==> config.mk <==
export PLATFORM = sky130hd
export DESIGN_NAME = branch_ctrl_flat
export DESIGN_NICKNAME = d
export VERILOG_FILES = /design/src/rtl/branch_ctrl_pkg.sv /design/src/rtl/branch_ctrl_if.sv /design/src/rtl/branch_ctrl_compare.sv /design/src/rtl/branch_ctrl.sv /design/src/flat_wrapper.sv
export SDC_FILE = /design/constraint.sdc
export NUM_CORES = 1
export LEC_CHECK = 0
export ABC_AREA = 0
export BUFFER_PORTS_ARGS = -buffer_cell sky130_fd_sc_hd__buf_2
export CAP_MARGIN = 30
export CORE_ASPECT_RATIO = 1.1
export CORE_MARGIN = 4
export CORE_UTILIZATION = 33
export CTS_CLUSTER_DIAMETER = 80
export DETAILED_ROUTE_END_ITERATION = 6
export PLACE_DENSITY = 0.55
export SLEW_MARGIN = 10
export SYNTH_ARGS = -nofsm -noshare
export SYNTH_HDL_FRONTEND = slang
export SYNTH_SLANG_ARGS = --single-unit
==> constraint.sdc <==
create_clock -name clk -period 4 [get_ports clk]
set_input_delay 0.4 -clock clk [delete_from_list [all_inputs] [get_ports clk]]
set_output_delay 0.4 -clock clk [all_outputs]
set_load 0.05 [all_outputs]
==> src/rtl/branch_ctrl_pkg.sv <==
// Shared encodings for the execute-stage branch/jump resolution controller:
// instruction kinds, branch condition codes, exception causes and FSM states.
package branch_ctrl_pkg;

  typedef enum logic [1:0] {
    KIND_BR   = 2'b00,
    KIND_JAL  = 2'b01,
    KIND_JALR = 2'b10,
    KIND_ILL  = 2'b11
  } kind_e;

  localparam logic [2:0] F3_BEQ  = 3'b000;
  localparam logic [2:0] F3_BNE  = 3'b001;
  localparam logic [2:0] F3_BLT  = 3'b100;
  localparam logic [2:0] F3_BGE  = 3'b101;
  localparam logic [2:0] F3_BLTU = 3'b110;
  localparam logic [2:0] F3_BGEU = 3'b111;

  localparam logic [1:0] EXC_ILLEGAL  = 2'b00;
  localparam logic [1:0] EXC_MISALIGN = 2'b01;

  typedef logic [1:0] state_t;
  localparam state_t ST_IDLE  = 2'd0;
  localparam state_t ST_EVAL  = 2'd1;
  localparam state_t ST_REDIR = 2'd2;

  // Codes 010/011 are reserved branch conditions
  function automatic logic br_f3_legal(input logic [2:0] f3);
    return (f3[2:1] != 2'b01);
  endfunction

endpackage

==> src/rtl/branch_ctrl_if.sv <==
// Decode-to-branch issue channel plus the branch-to-fetch redirect channel.
interface branch_ctrl_if;
  logic        in_valid;
  logic        in_ready;
  logic [1:0]  in_kind;
  logic [2:0]  in_funct3;
  logic [31:0] in_pc;
  logic [31:0] in_rs1;
  logic [31:0] in_rs2;
  logic [31:0] in_imm;
  logic        redir_valid;
  logic        redir_ready;
  logic [31:0] redir_pc;

  modport slave (
    input  in_valid, in_kind, in_funct3, in_pc, in_rs1, in_rs2, in_imm, redir_ready,
    output in_ready, redir_valid, redir_pc
  );

  modport master (
    output in_valid, in_kind, in_funct3, in_pc, in_rs1, in_rs2, in_imm, redir_ready,
    input  in_ready, redir_valid, redir_pc
  );
endinterface

==> src/rtl/branch_ctrl_compare.sv <==
// Branch condition comparator: evaluates the funct3 condition op on in1/in2.
module compare
  import branch_ctrl_pkg::*;
(
  input  logic [31:0] in1,
  input  logic [31:0] in2,
  input  logic [2:0]  op,
  output logic        out
);

  // Condition select; reserved codes never take
  always_comb begin
    case (op)
      F3_BEQ:  out = (in1 == in2);
      F3_BNE:  out = (in1 != in2);
      F3_BLT:  out = ($signed(in1) < $signed(in2));
      F3_BGE:  out = ($signed(in1) >= $signed(in2));
      F3_BLTU: out = (in1 < in2);
      F3_BGEU: out = (in1 >= in2);
      default: out = 1'b0;
    endcase
  end

endmodule

==> src/rtl/branch_ctrl.sv <==
// Execute-stage branch/jump resolution: evaluates one control transfer at a time
// and drives the fetch redirect, pipeline flush, link writeback and statistics.
module branch_ctrl
  import branch_ctrl_pkg::*;
#(
  parameter int CNT_W = 16
) (
  input  logic             clk,
  input  logic             rst,
  branch_ctrl_if.slave     bus,
  output logic             flush,
  output logic             link_valid,
  output logic [31:0]      link_data,
  output logic             done,
  output logic             exc_valid,
  output logic [1:0]       exc_cause,
  output logic [CNT_W-1:0] br_cnt,
  output logic [CNT_W-1:0] taken_cnt
);

  localparam logic [CNT_W-1:0] CNT_ONE = {{(CNT_W-1){1'b0}}, 1'b1};
  localparam logic [CNT_W-1:0] CNT_MAX = {CNT_W{1'b1}};

  state_t           state_r;
  kind_e            kind_r;
  logic [2:0]       funct3_r;
  logic [31:0]      pc_r, rs1_r, rs2_r, imm_r;
  logic             redir_valid_r, flush_r, link_valid_r, done_r, exc_valid_r;
  logic [31:0]      redir_pc_r, link_data_r;
  logic [1:0]       exc_cause_r;
  logic [CNT_W-1:0] br_cnt_r, taken_cnt_r;

  logic             cmp_s, is_br_s, is_jalr_s, illegal_s, taken_s, misalign_s;
  logic [31:0]      base_s, sum_s, target_s, link_s;

  compare u_compare (
    .in1 (rs1_r),
    .in2 (rs2_r),
    .op  (funct3_r),
    .out (cmp_s)
  );

  // Outcome of the latched instruction; only consumed while in EVAL
  always_comb begin
    is_br_s    = (kind_r == KIND_BR);
    is_jalr_s  = (kind_r == KIND_JALR);
    illegal_s  = (kind_r == KIND_ILL) || (is_br_s && !br_f3_legal(funct3_r));
    base_s     = is_jalr_s ? rs1_r : pc_r;
    sum_s      = base_s + imm_r;
    target_s   = is_jalr_s ? {sum_s[31:1], 1'b0} : sum_s;
    taken_s    = is_br_s ? cmp_s : 1'b1;
    misalign_s = taken_s && (target_s[1:0] != 2'b00);
    link_s     = pc_r + 32'd4;
  end

  // Sequencing FSM, operand latch, pulsed results and saturating statistics
  always_ff @(posedge clk) begin
    if (rst) begin
      state_r       <= ST_IDLE;
      kind_r        <= KIND_BR;
      funct3_r      <= 3'd0;
      pc_r          <= 32'd0;
      rs1_r         <= 32'd0;
      rs2_r         <= 32'd0;
      imm_r         <= 32'd0;
      redir_valid_r <= 1'b0;
      redir_pc_r    <= 32'd0;
      flush_r       <= 1'b0;
      link_valid_r  <= 1'b0;
      link_data_r   <= 32'd0;
      done_r        <= 1'b0;
      exc_valid_r   <= 1'b0;
      exc_cause_r   <= 2'b00;
      br_cnt_r      <= '0;
      taken_cnt_r   <= '0;
    end else begin
      flush_r      <= 1'b0;
      link_valid_r <= 1'b0;
      link_data_r  <= 32'd0;
      done_r       <= 1'b0;
      exc_valid_r  <= 1'b0;
      exc_cause_r  <= 2'b00;
      case (state_r)
        ST_IDLE: begin
          if (bus.in_valid) begin
            kind_r   <= kind_e'(bus.in_kind);
            funct3_r <= bus.in_funct3;
            pc_r     <= bus.in_pc;
            rs1_r    <= bus.in_rs1;
            rs2_r    <= bus.in_rs2;
            imm_r    <= bus.in_imm;
            state_r  <= ST_EVAL;
          end else begin
            state_r  <= ST_IDLE;
          end
        end
        ST_EVAL: begin
          // Misaligned branches still count as resolved (and taken)
          if (is_br_s && !illegal_s) begin
            if (br_cnt_r != CNT_MAX) br_cnt_r <= br_cnt_r + CNT_ONE;
            if (taken_s && (taken_cnt_r != CNT_MAX)) taken_cnt_r <= taken_cnt_r + CNT_ONE;
          end
          if (illegal_s) begin
            exc_valid_r <= 1'b1;
            exc_cause_r <= EXC_ILLEGAL;
            done_r      <= 1'b1;
            state_r     <= ST_IDLE;
          end else if (misalign_s) begin
            exc_valid_r <= 1'b1;
            exc_cause_r <= EXC_MISALIGN;
            done_r      <= 1'b1;
            state_r     <= ST_IDLE;
          end else if (taken_s) begin
            flush_r       <= 1'b1;
            redir_valid_r <= 1'b1;
            redir_pc_r    <= target_s;
            link_valid_r  <= !is_br_s;
            link_data_r   <= is_br_s ? 32'd0 : link_s;
            state_r       <= ST_REDIR;
          end else begin
            done_r  <= 1'b1;
            state_r <= ST_IDLE;
          end
        end
        ST_REDIR: begin
          if (bus.redir_ready) begin
            redir_valid_r <= 1'b0;
            redir_pc_r    <= 32'd0;
            done_r        <= 1'b1;
            state_r       <= ST_IDLE;
          end else begin
            state_r       <= ST_REDIR;
          end
        end
        default: state_r <= ST_IDLE;
      endcase
    end
  end

  assign bus.in_ready    = (state_r == ST_IDLE) && !rst;
  assign bus.redir_valid = redir_valid_r;
  assign bus.redir_pc    = redir_pc_r;
  assign flush           = flush_r;
  assign link_valid      = link_valid_r;
  assign link_data       = link_data_r;
  assign done            = done_r;
  assign exc_valid       = exc_valid_r;
  assign exc_cause       = exc_cause_r;
  assign br_cnt          = br_cnt_r;
  assign taken_cnt       = taken_cnt_r;

endmodule

==> src/flat_wrapper.sv <==
// flat-port wrapper written by rule: the top's interface ports become plain ports
module branch_ctrl_flat import branch_ctrl_pkg::*;
#(
  parameter int CNT_W = 16
)
  (clk, rst, flush, link_valid, link_data, done, exc_valid, exc_cause, br_cnt, taken_cnt, bus_in_valid, bus_in_kind, bus_in_funct3, bus_in_pc, bus_in_rs1, bus_in_rs2, bus_in_imm, bus_redir_ready, bus_in_ready, bus_redir_valid, bus_redir_pc);
  branch_ctrl_if bus_i ();
  input  logic clk;
  input  logic rst;
  output logic flush;
  output logic link_valid;
  output logic [31:0] link_data;
  output logic done;
  output logic exc_valid;
  output logic [1:0] exc_cause;
  output logic [CNT_W-1:0] br_cnt;
  output logic [CNT_W-1:0] taken_cnt;
  input wire logic [$bits(bus_i.in_valid)-1:0] bus_in_valid;
  input wire logic [$bits(bus_i.in_kind)-1:0] bus_in_kind;
  input wire logic [$bits(bus_i.in_funct3)-1:0] bus_in_funct3;
  input wire logic [$bits(bus_i.in_pc)-1:0] bus_in_pc;
  input wire logic [$bits(bus_i.in_rs1)-1:0] bus_in_rs1;
  input wire logic [$bits(bus_i.in_rs2)-1:0] bus_in_rs2;
  input wire logic [$bits(bus_i.in_imm)-1:0] bus_in_imm;
  input wire logic [$bits(bus_i.redir_ready)-1:0] bus_redir_ready;
  output wire logic [$bits(bus_i.in_ready)-1:0] bus_in_ready;
  output wire logic [$bits(bus_i.redir_valid)-1:0] bus_redir_valid;
  output wire logic [$bits(bus_i.redir_pc)-1:0] bus_redir_pc;
  assign bus_i.in_valid = bus_in_valid;
  assign bus_i.in_kind = bus_in_kind;
  assign bus_i.in_funct3 = bus_in_funct3;
  assign bus_i.in_pc = bus_in_pc;
  assign bus_i.in_rs1 = bus_in_rs1;
  assign bus_i.in_rs2 = bus_in_rs2;
  assign bus_i.in_imm = bus_in_imm;
  assign bus_i.redir_ready = bus_redir_ready;
  assign bus_in_ready = bus_i.in_ready;
  assign bus_redir_valid = bus_i.redir_valid;
  assign bus_redir_pc = bus_i.redir_pc;
  branch_ctrl #(.CNT_W(CNT_W)) u_core (.clk(clk), .rst(rst), .bus(bus_i), .flush(flush), .link_valid(link_valid), .link_data(link_data), .done(done), .exc_valid(exc_valid), .exc_cause(exc_cause), .br_cnt(br_cnt), .taken_cnt(taken_cnt));
endmodule
**Word level (Yosys, flattened, before mapping)**

Cells that the tools add are included.

- $add $sub $neg: 4
- Magnitude comparators: 4
- Eq/ne operators: 18
- Multiplexer cells: 29
- Bitwise gates (word level): 2
- Reduce and logical (&&, ||, !) cells: 24

Operators by type and width:

| operator | count |
|---|---|
| 2-to-1 mux 32 bit | 5 |
| >= comparator 32 bit | 2 |
| < comparator 32 bit | 2 |
| one-hot mux 32 bit (2 select lines) | 1 |
| adder 16 x 1 -> 16 bit, second input constant | 2 |
| adder 32 x 3 -> 32 bit, second input constant | 1 |
| adder 32 bit | 1 |
| == test 32 bit | 1 |
| != test 16 bit, second input constant | 2 |
| != test 32 bit | 1 |
| 2-to-1 mux 1 bit | 15 |
| == test 3 bit, second input constant | 4 |
| 2-to-1 mux 2 bit | 4 |
| == test 2 bit, second input constant | 3 |
| != test 2 bit, second input constant | 3 |
| one-hot mux 1 bit (6 select lines) | 1 |
| one-hot mux 2 bit (3 select lines) | 1 |
| AND reduction 3 bit | 2 |
| OR reduction 6 bit | 1 |
| logical AND 1 bit | 5 |
| AND reduction 5 bit | 1 |
| OR reduction 5 bit | 1 |
| logical NOT 1 bit | 4 |
| logical NOT 2 bit | 2 |
| 12 further kinds | 16 |

- Register bits: 238
- Output and inout bits: 104
- Word-level logic and storage cells: 98

**Depth between registers and ports, before layout**

Gate-level depths: netlist of the first run.

- Depth in word-level cells: 9
- Gate-level depth with buffers: 15

**Hierarchy**

A second synthesis of the first run with hierarchy kept.

- Cells, all modules: 1461
- Area total of the unflattened synthesis: 11747.5 µm²

Modules (own cells, without submodules):

| module | times used | cells an instance | area each (µm²) |
|---|---|---|---|
| branch_ctrl | 1 | 1333 | 10824.1 |
| compare | 1 | 128 | 923.4 |

**Worst setup path before layout of the first run**

Ideal clock, no wire load.

- Kind: register to register
- Start: register u_core.kind_r[1]
- End: register u_core.redir_pc_r[25], in the netlist u_core.bus.redir_pc[25]
- Library setup time: 0.122 ns
- Arrival: 3.680 ns
- Required time: 3.878 ns
- Setup slack: 0.198 ns
- Cell stages (with the launch flop): 15
- Path buffers: 2
- Period minus slack after synthesis: 3.802 ns
- Cell sequence: dfxtp_1 -> nor2b_1 -> clkbuf_1 -> buf_1 -> mux2_2 -> ha_1 -> and3_1 -> a221oi_1 -> o21ai_0 -> a211oi_1 -> a31oi_1 -> o21a_1 -> o41a_1 -> xnor2_1 -> o21ai_0

- Word-level cells in the longest chain between the ends: 8

Ends and longest elaborated chain:

| item | RTL line | RTL |
|---|---|---|
| from (decl) | branch_ctrl.sv:25 | `kind_e kind_r;` |
| from (signal assigned) | branch_ctrl.sv:86 | `kind_r <= kind_e'(bus.in_kind);` |
| == test 2 bit | branch_ctrl.sv:46 | `is_jalr_s = (kind_r == KIND_JALR);` |
| 2-to-1 mux 32 bit | branch_ctrl.sv:48 | `base_s = is_jalr_s ? rs1_r : pc_r;` |
| adder 32 bit | branch_ctrl.sv:49 | `sum_s = base_s + imm_r;` |
| 2-to-1 mux 1 bit | branch_ctrl.sv:50 | `target_s = is_jalr_s ? {sum_s[31:1], 1'b0} : sum_s;` |
| nonzero test 2 bit | branch_ctrl.sv:52 | `misalign_s = taken_s && (target_s[1:0] != 2'b00);` |
| logical AND 1 bit | branch_ctrl.sv:52 |  |
| != test 2 bit (no source line) | n/a |  |
| AND reduction 5 bit (no source line) | n/a |  |
| to (signal assigned) | branch_ctrl.sv:116 | `redir_pc_r <= target_s;` |
| to (decl) | branch_ctrl.sv:29 | `logic [31:0] redir_pc_r, link_data_r;` |

Several ways; a longest one is shown, not always the timed one. The select of a mux whose other input is x is not followed.
A chain may end at the register's enable or synchronous reset.

**Worst setup path after layout of the first run**

- Start: register u_core.rs2_r[31]
- End: register u_core.redir_pc_r[12], in the netlist u_core.bus.redir_pc[12]

- Word-level cells in the longest chain between the ends: 6

Ends and longest elaborated chain:

| item | RTL line | RTL |
|---|---|---|
| from (decl) | branch_ctrl.sv:27 | `logic [31:0] pc_r, rs1_r, rs2_r, imm_r;` |
| from (signal assigned) | branch_ctrl.sv:90 | `rs2_r <= bus.in_rs2;` |
| >= comparator 32 bit, or another cell as far along | branch_ctrl_compare.sv:19 | `F3_BGEU: out = (in1 >= in2);` |
| one-hot mux 1 bit (6 select lines) (*) | branch_ctrl_compare.sv:13 | `case (op)` |
| 2-to-1 mux 1 bit (*) | branch_ctrl.sv:51 | `taken_s = is_br_s ? cmp_s : 1'b1;` |
| logical AND 1 bit | branch_ctrl.sv:52 |  |
| != test 2 bit (no source line) | n/a |  |
| AND reduction 5 bit (no source line) (*) | n/a |  |

Every way passes the cells marked *; elsewhere a longest branch is shown, timed or not.

==> results of run 1 <==
-- critical path: stages, from the launching register on --
cell	delay [ps]
dfxtp_1	330
inv_1	40
ha_1	470
nand4_2	220
nor4_1	480
nand3_1	290
xnor2_1	210
a31oi_1	360
o22ai_1	210
a21oi_2	350
buf_4	310
nand3b_1	150
a21oi_1	70
-- power breakdown --
group / switching [W] / leakage (nW) / total (W) / internal [W]
clock network: 0.000990 / 0.462 / 0.00257 / 0.00158
logic: 0.000514 / 3.66 / 0.000834 / 0.000320
registers: 0.0000962 / 1.93 / 0.00256 / 0.00246
-- state kept, by name (all words and copies together) (netlist names) --
signal,count
u_core.br_cnt,16
u_core.bus.redir_pc,32
u_core.bus.redir_valid,1
u_core.done,1
u_core.exc_cause,1
u_core.exc_valid,1
u_core.flush,1
u_core.funct3_r,3
u_core.imm_r,32
u_core.kind_r,2
u_core.link_data,32
u_core.link_valid,1
u_core.pc_r,32
u_core.rs1_r,32
u_core.rs2_r,32
u_core.state_r,2
u_core.taken_cnt,16
-- Yosys cell counts, types with 4 or more instances --
cell type    n  share of area (%)
a211oi_1     4               0.26
a21o_1      12               0.78
a21oi_1    214                9.3
and2_1      11               0.60
and3_1      15               0.81
buf_1        9               0.29
buf_2        5               0.22
clkbuf_1    54                1.8
dfxtp_1    237                 41
ha_1        70                7.6
inv_1       55                1.8
mux2_2      33                3.2
nand2_1    346                 11
nand2b_1    11               0.60
nand3_1     35                1.5
nand4_1     17               0.92
nor2_1      67                2.2
nor2b_1     11               0.60
nor3_1      18               0.78
nor4_1       7               0.38
o211ai_1     5               0.32
o21a_1       9               0.58
o21ai_0     42                1.8
o21bai_1     5               0.32
o31ai_1      7               0.45
or3_1       29                1.6
or4_1        4               0.26
xnor2_1     24                1.8
xor2_1      38                2.9
-- cells in the final DEF (no fill, tap or decap), types with 11 or more instances in the layout --
cell	count
nor3_1	18
inv_1	55
a21o_1	12
nor2_1	67
clkbuf_16	27
mux2_2	33
dfxtp_1	237
nand2b_1	11
o21ai_0	41
nand4_1	17
or3_1	29
xnor2_1	24
xor2_1	38
nand3_1	35
a21oi_1	214
and3_1	15
ha_1	70
nand2_1	345
buf_2	238
-- cell families (layout without fill, tap and decap cells) --
family          Yosys count  after routing  synth area share [%]
simple gates            587            587                  22.6
compound gates          331            331                  16.3
xor+xnor                 62             62                  4.70
fa+ha+maj                71             71                  7.75
other cells               1              3                0.0324
buf+inv                 124            356                  4.11
mux                      36             36                  3.47
flops                   237            237                  41.0
-- repair_timing --
item                       4_1_cts  5_1_grt
setup endpoints to repair        0       16
gates resized for setup          0        6
buffers inserted                 0        0
-- layer usage --
layer / vias up / share of wire, %
met5: - / 0.16
met4: 12 / 1.8
met3: 49 / 7.3
met2: 259 / 49
met1: 4845 / 42
li1: 5387 / -
-- cell type report --
type                            instances  area (um2)
Clock buffer                           39         801
Timing Repair Buffer                  253        1340
Clock inverter                          9         128
Tap cell                              438         548
Fill cell                            3527       20200
Inverter                               55         206
Antenna cell                            2        5.00
Multi-Input combinational cell       1088        6370
Sequential cell                       237        4740
-- through the flow --
step / cells / total power [W]
after global routing: 2121 / 0.00623
final: 2121 / 0.00596
after global placement: 2071 / 0.00343
after CTS: 2119 / 0.00604
after floorplan: 1449 / 0.00315
after detailed placement: 2071 / 0.00345
-- final timing paths --
path | start | end | slack [ps]
hold / removal | bus_in_rs1[22] | u_core.rs1_r[22]$_SDFFE_PP0P_ | 100
hold reg to reg | u_core.bus.redir_valid$_SDFFE_PP0P_ | u_core.bus.redir_valid$_SDFFE_PP0P_ | 430
setup reg to reg | u_core.rs2_r[31]$_SDFFE_PP0P_ | u_core.bus.redir_pc[12]$_SDFFE_PP0P_ | 350
setup / recovery | u_core.rs2_r[31]$_SDFFE_PP0P_ | u_core.bus.redir_pc[12]$_SDFFE_PP0P_ | 350
==> results.json, run 1 <==
{
  "post-route-util_pct": 41.1,
  "wl_per_cell_um": 16.8,
  "dr.first_iter.drc_count": 553,
  "totalWireLength_um": 35600,
  "htree_levels": 1,
  "placementRows": 71,
  "grt.total_usage_pct": 17.8,
  "viasPerCell": 4.98,
  "root_buffer": "clkbuf_16",
  "setup_viol": 0,
  "powerDensity_mw_per_mm2": 421,
  "max_slew_margin_pct": 42.9,
  "gr-max-usage-layer": "met2",
  "synth_top_flop_cell": "dfxtp_1",
  "synth_enable_flop_cells": 0,
  "path_clk_slew_ps": 60,
  "start_util_pct": 33.6,
  "max_clock_freq_mhz": 274,
  "antenna_found_initial": 9,
  "die_width_um": 186,
  "grt_pass1_wl_um": 55400,
  "worstPathRequired_ps": 4400,
  "area_delta_synth_final_pct": 22.3,
  "grt_pass1_vias": 10329,
  "finClkSkew_ps": 18.1,
  "num_io_pins": 241,
  "coreArea_mm2": 0.0344,
  "clk_latency_ps": 540,
  "cts_tree": "yes",
  "worstPathArrival_ps": 4050,
  "yosys_warnings": 0,
  "gp_congestion": 0.857,
  "path_max_fanout": 24,
  "cts.path.max_buffers": 3,
  "ys_seq_elements": 237,
  "cts-hold-fix-buffers": 0,
  "drv_slew": 0,
  "dpl.hpwl_um": 26900,
  "antenna_left": 0,
  "syn_nets": 1657,
  "period_share_pct": 91.2,
  "yosysUniqueCellTypes": 65,
  "status": "complete, no violations",
  "syn_inst": 1449,
  "p_leak_nw": 6.05,
  "cts_sinks": 237,
  "peakVddDrop_v": 0.000296,
  "min_period_ps": 3650,
  "finalHoldViolCount": 0,
  "grt_max_degree": 75,
  "yosysSeqAreaShare_pct": 41.0,
  "finalInstanceArea_mm2": 0.0141,
  "hold_depth": 3,
  "gr-usage-met1_pct": 21.4,
  "cts_made_buffers": 27,
  "dieArea_mm2": 0.0381,
  "worst_slack_ps": 353,
  "tightest_slew_ps": 857,
  "final_nets": 1870,
  "place_ws_ps": 236,
  "route.detailed.drc": 0,
  "cp-start-kind": "flop",
  "grt_overflow": 0,
  "crit_type": "flop to flop",
  "hold_class": "primary input to flop",
  "reg2reg_depth": 12,
  "timing.hold.ws_ps": 96.7,
  "die_h_um": 204,
  "drive_above_1_share_pct": 20.7,
  "cap_violations": 0,
  "grtUsageMet2_pct": 32.3,
  "io_buffer_count": 239,
  "netlist_area_mm2": 0.0116,
  "syn_area_per_cell_um2": 7.98,
  "gr-usage-met3_pct": 4.54,
  "vias": 10552,
  "fin_tns_setup_ps": 0,
  "endpoint_kind": "flop",
  "first_pass_iters": 5,
  "place_area_mm2": 0.0132,
  "async_reset_ff_share_pct": 0
}
No activity file was read; power rests on OpenSTA's default activity.
==> run 2, diff against run 1 <==
--- a/config.mk
+++ b/config.mk
@@ -9,11 +9,12 @@
 export BUFFER_PORTS_ARGS = -buffer_cell sky130_fd_sc_hd__buf_2
 export CAP_MARGIN = 30
 export CORE_ASPECT_RATIO = 1.1
-export CORE_MARGIN = 4
+export CORE_MARGIN = 1
 export CORE_UTILIZATION = 33
 export CTS_CLUSTER_DIAMETER = 80
 export DETAILED_ROUTE_END_ITERATION = 6
 export PLACE_DENSITY = 0.55
+export RECOVER_POWER = 25
 export SLEW_MARGIN = 10
 export SYNTH_ARGS = -nofsm -noshare
 export SYNTH_HDL_FRONTEND = slang
==> run 2 against run 1 <==
  * First-iteration DRC count fell by 0.36%
  * Via count is 1.2% higher
  * Sequential share of layout area grew 0.42 points
  * Critical path type unchanged
==> results.json, run 2 (synthesis gave the netlist of run 1 again) <==
{
  "coreArea_mm2": 0.0344,
  "worstPathRequired_ps": 4420,
  "layout_commonest_cell": "nand2_1",
  "dieArea_mm2": 0.0358,
  "p_leak_nw": 5.64,
  "max_clock_freq_mhz": 267,
  "cts_sinks": 237,
  "status": "complete, no violations",
  "grt_pass1_wl_um": 54000,
  "powerDensity_mw_per_mm2": 421,
  "drive_above_1_share_pct": 15.5,
  "path_cells": "nor2b_2, buf_4, mux2_2, ha_1, nor2b_1, o31a_1, o311ai_0, a211oi_1, nand4b_1, a31o_2, a21oi_1, xor2_1, o21ai_0",
  "die_h_um": 198,
  "grt.total_usage_pct": 19.0,
  "worst_slack_ps": 256,
  "placementRows": 71,
  "place_area_mm2": 0.0132,
  "area_delta_synth_final_pct": 20.8,
  "dr.first_iter.drc_count": 551,
  "cts_tree": "yes",
  "htree_levels": 1,
  "setup_viol": 0,
  "num_io_pins": 241,
  "timing.hold.ws_ps": 82.3,
  "first_pass_iters": 6,
  "max_slew_margin_pct": 34.7,
  "crit_type": "flop to flop",
  "path_max_fanout": 15,
  "dp_cells": 2070,
  "grt_pass1_vias": 10212,
  "gp_congestion": 0.882,
  "wl_per_cell_um": 16.4,
  "clk_latency_ps": 550,
  "final_cell_mix": "nand2_1 (345), dfxtp_1 (237), a21oi_1 (214), buf_2 (155), clkbuf_1 (89)",
  "drv_slew": 0,
  "crit_slowest_cell": "o311ai_0",
  "cp-start-kind": "flop",
  "endpoint_kind": "flop",
  "root_buffer": "clkbuf_16",
  "dpl.hpwl_um": 26000,
  "antenna_left": 0,
  "final_nets": 1869,
  "cts_made_buffers": 27,
  "worstPathArrival_ps": 4160,
  "cap_violations": 0,
  "instances_no_fill": 2118,
  "tightest_slew_ps": 979,
  "antenna_found_initial": 4,
  "finalHoldViolCount": 0,
  "period_share_pct": 93.6,
  "viasPerCell": 5.04,
  "hold_class": "primary input to flop",
  "totalWireLength_um": 34700,
  "rsz0062_at_grt": "true",
  "grt_max_degree": 134,
  "die_width_um": 180,
  "finalInstanceArea_mm2": 0.0140,
  "peakVddDrop_v": 0.000295,
  "start_util_pct": 33.6,
  "place_ws_ps": 235,
  "antenna_cells": 0,
  "path_clk_slew_ps": 60,
  "total_power_w": 0.00588,
  "min_period_ps": 3740,
  "finClkSkew_ps": 14.7,
  "slowest_delay_ps": 420,
  "grt_overflow": 0,
  "cts.path.max_buffers": 3,
  "io_buffer_count": 239,
  "vias": 10676,
  "route.detailed.drc": 0,
  "postCtsSetupBuffers": 0
}
-- run 2: changes by cell type in the layout (fill, tap and decap cells not counted), sizes merged --
cell      delta
bufinv       -1
diode        -2
clkinvlp     +3
inv          -1
buf         -84
clkbuf      +82
-- run 2: routing by layer --
layer	wire length (um)	global-route usage, %	up-vias
met5	40	0	-
met4	1040	6.20	6
met3	2270	4.19	56
met2	16600	33.7	320
met1	14800	22.7	4914
li1	-	-	5380
-- run 2: cell type report --
| class | instances | area, um2 |
|---|---|---|
| timing repair buffer | 252 | 1210 |
| multi-input combinational | 1088 | 6370 |
| tap | 438 | 548 |
| inverter | 55 | 206 |
| sequential | 237 | 4740 |
| fill | 3622 | 20400 |
| clock inverter | 10 | 123 |
| clock buffer | 38 | 767 |
-- run 2: worst max-delay path, delay by kind of cell, from the launching register on --
kind                       cells  cell delay (ps)
AOI/OAI and AO/OA              6             1480
xor gates and xnor gates       1              150
adders and majority gates      1              300
buffers and inverters          1              250
DFF                            1              410
muxes                          1              360
and+or+nand+nor                3              680
-- run 2: what timing repair did --
| action | 4_1_cts | 5_1_grt |
|---|---|---|
| resized for setup | 0 | 2 |
| hold buffers | 0 | 0 |
| endpoints found under the setup margin | 0 | 2 |
| endpoints found under the hold margin | 0 | 0 |
-- run 2: final timing paths --
check	depth (start not counted)	start	slack, ps	endpoint
hold reg to reg	2	u_core.rs2_r[3]$_SDFFE_PP0P_	450	u_core.rs2_r[3]$_SDFFE_PP0P_
setup reg to reg	13	u_core.kind_r[1]$_SDFFE_PP0P_	260	u_core.bus.redir_pc[24]$_SDFFE_PP0P_
hold / removal	3	bus_in_rs1[22]	80	u_core.rs1_r[22]$_SDFFE_PP0P_
setup / recovery	13	u_core.kind_r[1]$_SDFFE_PP0P_	260	u_core.bus.redir_pc[24]$_SDFFE_PP0P_
-- run 2: power by group --
group / total [W] / internal (W) / leakage [nW] / switching [W]
logic: 0.000822 / 0.000313 / 3.28 / 0.000509
clock network: 0.00250 / 0.00147 / 0.430 / 0.00103
registers: 0.00256 / 0.00246 / 1.93 / 0.0000962
total: 0.00588 / 0.00424 / 5.64 / 0.00164
-- run 2: stage by stage --
step           setup TNS [ps]  util [%]
2_1_floorplan               0         -
3_3_place_gp                0      38.3
3_5_place_dp                0      38.3
4_1_cts                     0      40.9
5_1_grt                 -1.38      40.6
6_report                    0      40.6
==> run 3, diff against run 2 <==
--- a/config.mk
+++ b/config.mk
@@ -11,6 +11,7 @@
 export CORE_ASPECT_RATIO = 1.1
 export CORE_MARGIN = 1
 export CORE_UTILIZATION = 33
+export CTS_BUF_LIST = sky130_fd_sc_hd__clkbuf_8
 export CTS_CLUSTER_DIAMETER = 80
 export DETAILED_ROUTE_END_ITERATION = 6
 export PLACE_DENSITY = 0.55
==> run 3 against run 2 <==
  * Register-to-register slack gained 50 ps
  * Global-route usage grew 0.36 points
  * Cell count is 1.3% higher
  * Wire length grew 0.84%
  * Count of clock-buffer cells in the layout rose by 13
  * Die area unchanged
  * Hold slack got worse by 29 ps
  * Sequential cell count stayed put
  * First-iteration DRC count shrank 7.1%
  * Non-clock buffer count unchanged
==> results.json, run 3 (synthesis gave the netlist of run 1 again) <==
{
  "finalHoldViolCount": 0,
  "tightest_slew_ps": 926,
  "hold_class": "primary input to flop",
  "io_buffer_count": 239,
  "slowest_delay_ps": 420,
  "r2r_start": "u_core.kind_r[1]$_SDFFE_PP0P_",
  "cts-hold-fix-buffers": 0,
  "antenna_cells": 0,
  "path_cells": "nor2b_2, buf_4, mux2_2, ha_1, nor2b_1, o31a_1, o311ai_0, a211oi_1, nand4b_1, a31o_2, a21oi_1, xor2_1, o21ai_0",
  "grt_max_degree": 134,
  "fin_tns_setup_ps": 0,
  "final_cell_mix": "nand2_1 (345), dfxtp_1 (237), a21oi_1 (214), buf_2 (154), clkbuf_1 (84)",
  "gp_congestion": 0.882,
  "layout_commonest_cell": "nand2_1",
  "totalWireLength_um": 35000,
  "dpl.hpwl_um": 26000,
  "max_slew_margin_pct": 38.3,
  "dr.first_iter.drc_count": 512,
  "antenna_found_initial": 4,
  "rsz0062_at_grt": "false",
  "status": "complete, no violations",
  "cts_made_buffers": 44,
  "area_delta_synth_final_pct": 20.5,
  "min_period_ps": 3690,
  "cts.path.max_buffers": 3,
  "path_clk_slew_ps": 60,
  "htree_levels": 2,
  "final_nets": 1886,
  "dieArea_mm2": 0.0358,
  "endpoint_kind": "flop",
  "die_width_um": 180,
  "post_cts_resized": 0,
  "cts_tree": "yes",
  "critical-path-top-delay-family": "compound AO/OA/AOI/OAI gates",
  "startpoint": "u_core.kind_r[1]$_SDFFE_PP0P_",
  "period_share_pct": 92.4,
  "cp-start-kind": "flop",
  "r2r_slack_ps": 310,
  "root_buffer": "clkbuf_8",
  "grt_overflow": 0,
  "powerDensity_mw_per_mm2": 406,
  "r2r-end": "u_core.bus.redir_pc[24]$_SDFFE_PP0P_",
  "postCtsSetupBuffers": 0,
  "drv_slew": 0,
  "timing.hold.ws_ps": 53.0,
  "clk_latency_ps": 580,
  "cap_violations": 0,
  "path_buf_inv": 1,
  "worst-path-stages": 13,
  "viasPerCell": 4.99,
  "peakVddDrop_v": 0.000211,
  "crit_slowest_cell": "o311ai_0",
  "finClkSkew_ps": 39.6,
  "drive_above_1_share_pct": 16.6,
  "antenna_left": 0,
  "wl_per_cell_um": 16.3,
  "first_pass_iters": 5,
  "coreArea_mm2": 0.0344,
  "setup.worst_path.end": "u_core.bus.redir_pc[24]$_SDFFE_PP0P_",
  "worstPathArrival_ps": 4140,
  "vias": 10710,
  "cts_sinks": 237,
  "p_leak_nw": 5.70,
  "start_util_pct": 33.6,
  "grt_pass1_wl_um": 54500,
  "setup_viol": 0,
  "grt_pass1_vias": 10301,
  "grt.total_usage_pct": 19.4,
  "num_io_pins": 241,
  "crit_type": "flop to flop",
  "path_max_fanout": 15,
  "max_clock_freq_mhz": 271,
  "placementRows": 71,
  "route.detailed.drc": 0,
  "reg2reg_depth": 13,
  "die_h_um": 198,
  "worstPathRequired_ps": 4450
}
## run 3: cell types whose count changed in the layout (fill, tap and decap cells not counted), sizes merged
cell / change
clkinv: +4
clkbuf: +14
buf: -1
bufinv: -1
inv: +14
clkinvlp: -3
## run 3: report_power, final
| part | leakage (nW) | switching [W] | total [W] | internal, W |
|---|---|---|---|---|
| registers | 1.93 | 0.0000962 | 0.00256 | 0.00246 |
| logic | 3.27 | 0.000512 | 0.000826 | 0.000314 |
| clock network | 0.490 | 0.00104 | 0.00227 | 0.00123 |
| total | 5.70 | 0.00165 | 0.00566 | 0.00400 |
## run 3: worst min-delay path by stage
stage | from | to | slack [ps] | cells after the start
CTS | bus_in_rs1[22] | u_core.rs1_r[22]$_SDFFE_PP0P_ | 3 | 3
global placement | u_core.bus.redir_valid$_SDFFE_PP0P_ | u_core.bus.redir_valid$_SDFFE_PP0P_ | 440 | 2
finish | bus_in_pc[25] | u_core.pc_r[25]$_SDFFE_PP0P_ | 50 | 3
detailed placement | u_core.bus.redir_pc[1]$_SDFFE_PP0P_ | u_core.bus.redir_pc[1]$_SDFFE_PP0P_ | 440 | 1
global route | bus_in_imm[28] | u_core.imm_r[28]$_SDFFE_PP0P_ | 30 | 3
floorplan | u_core.rs2_r[10]$_SDFFE_PP0P_ | u_core.rs2_r[10]$_SDFFE_PP0P_ | 440 | 2
## run 3: worst reg2reg max path, stage by stage (launching register included)
cell and delay (ps):
dfxtp_1 400, nor2b_2 220, buf_4 250, mux2_2 360, ha_1 300, nor2b_1 160, o31a_1 300, o311ai_0 420
a211oi_1 180, nand4b_1 290, a31o_2 300, a21oi_1 170, xor2_1 150, o21ai_0 80
## run 3: cell type report
class                           instances  area (um2)
Timing Repair Buffer                  252        1210
Sequential cell                       237        4740
Fill cell                            3619       20400
Clock buffer                           51         702
Tap cell                              438         548
Multi-Input combinational cell       1088        6380
Clock inverter                         24         141
Inverter                               55         206
## run 3: metal layers
| metal | GRT usage [%] | vias up | share of wire, % |
|---|---|---|---|
| met1 | 22.6 | 4914 | 42 |
| met5 | 0 | - | 0.11 |
| met4 | 6.62 | 6 | 2.6 |
| li1 | - | 5424 | - |
| met2 | 34.3 | 307 | 48 |
| met3 | 5.21 | 59 | 6.8 |
## run 3: through the flow
| stage | area (um2) | std cells | util [%] | worst slack (ps) | power, W |
|---|---|---|---|---|---|
| floorplan | 11600 | 1449 | - | 198 | 0.00315 |
| global placement | 13200 | 2070 | 38.3 | 333 | 0.00343 |
| detailed placement | 13200 | 2070 | 38.3 | 235 | 0.00344 |
| CTS | 14000 | 2145 | 40.8 | 213 | 0.00576 |
| global route | 13900 | 2145 | 40.5 | 28.0 | 0.00597 |
| finish | 13900 | 2145 | 40.5 | 306 | 0.00566 |
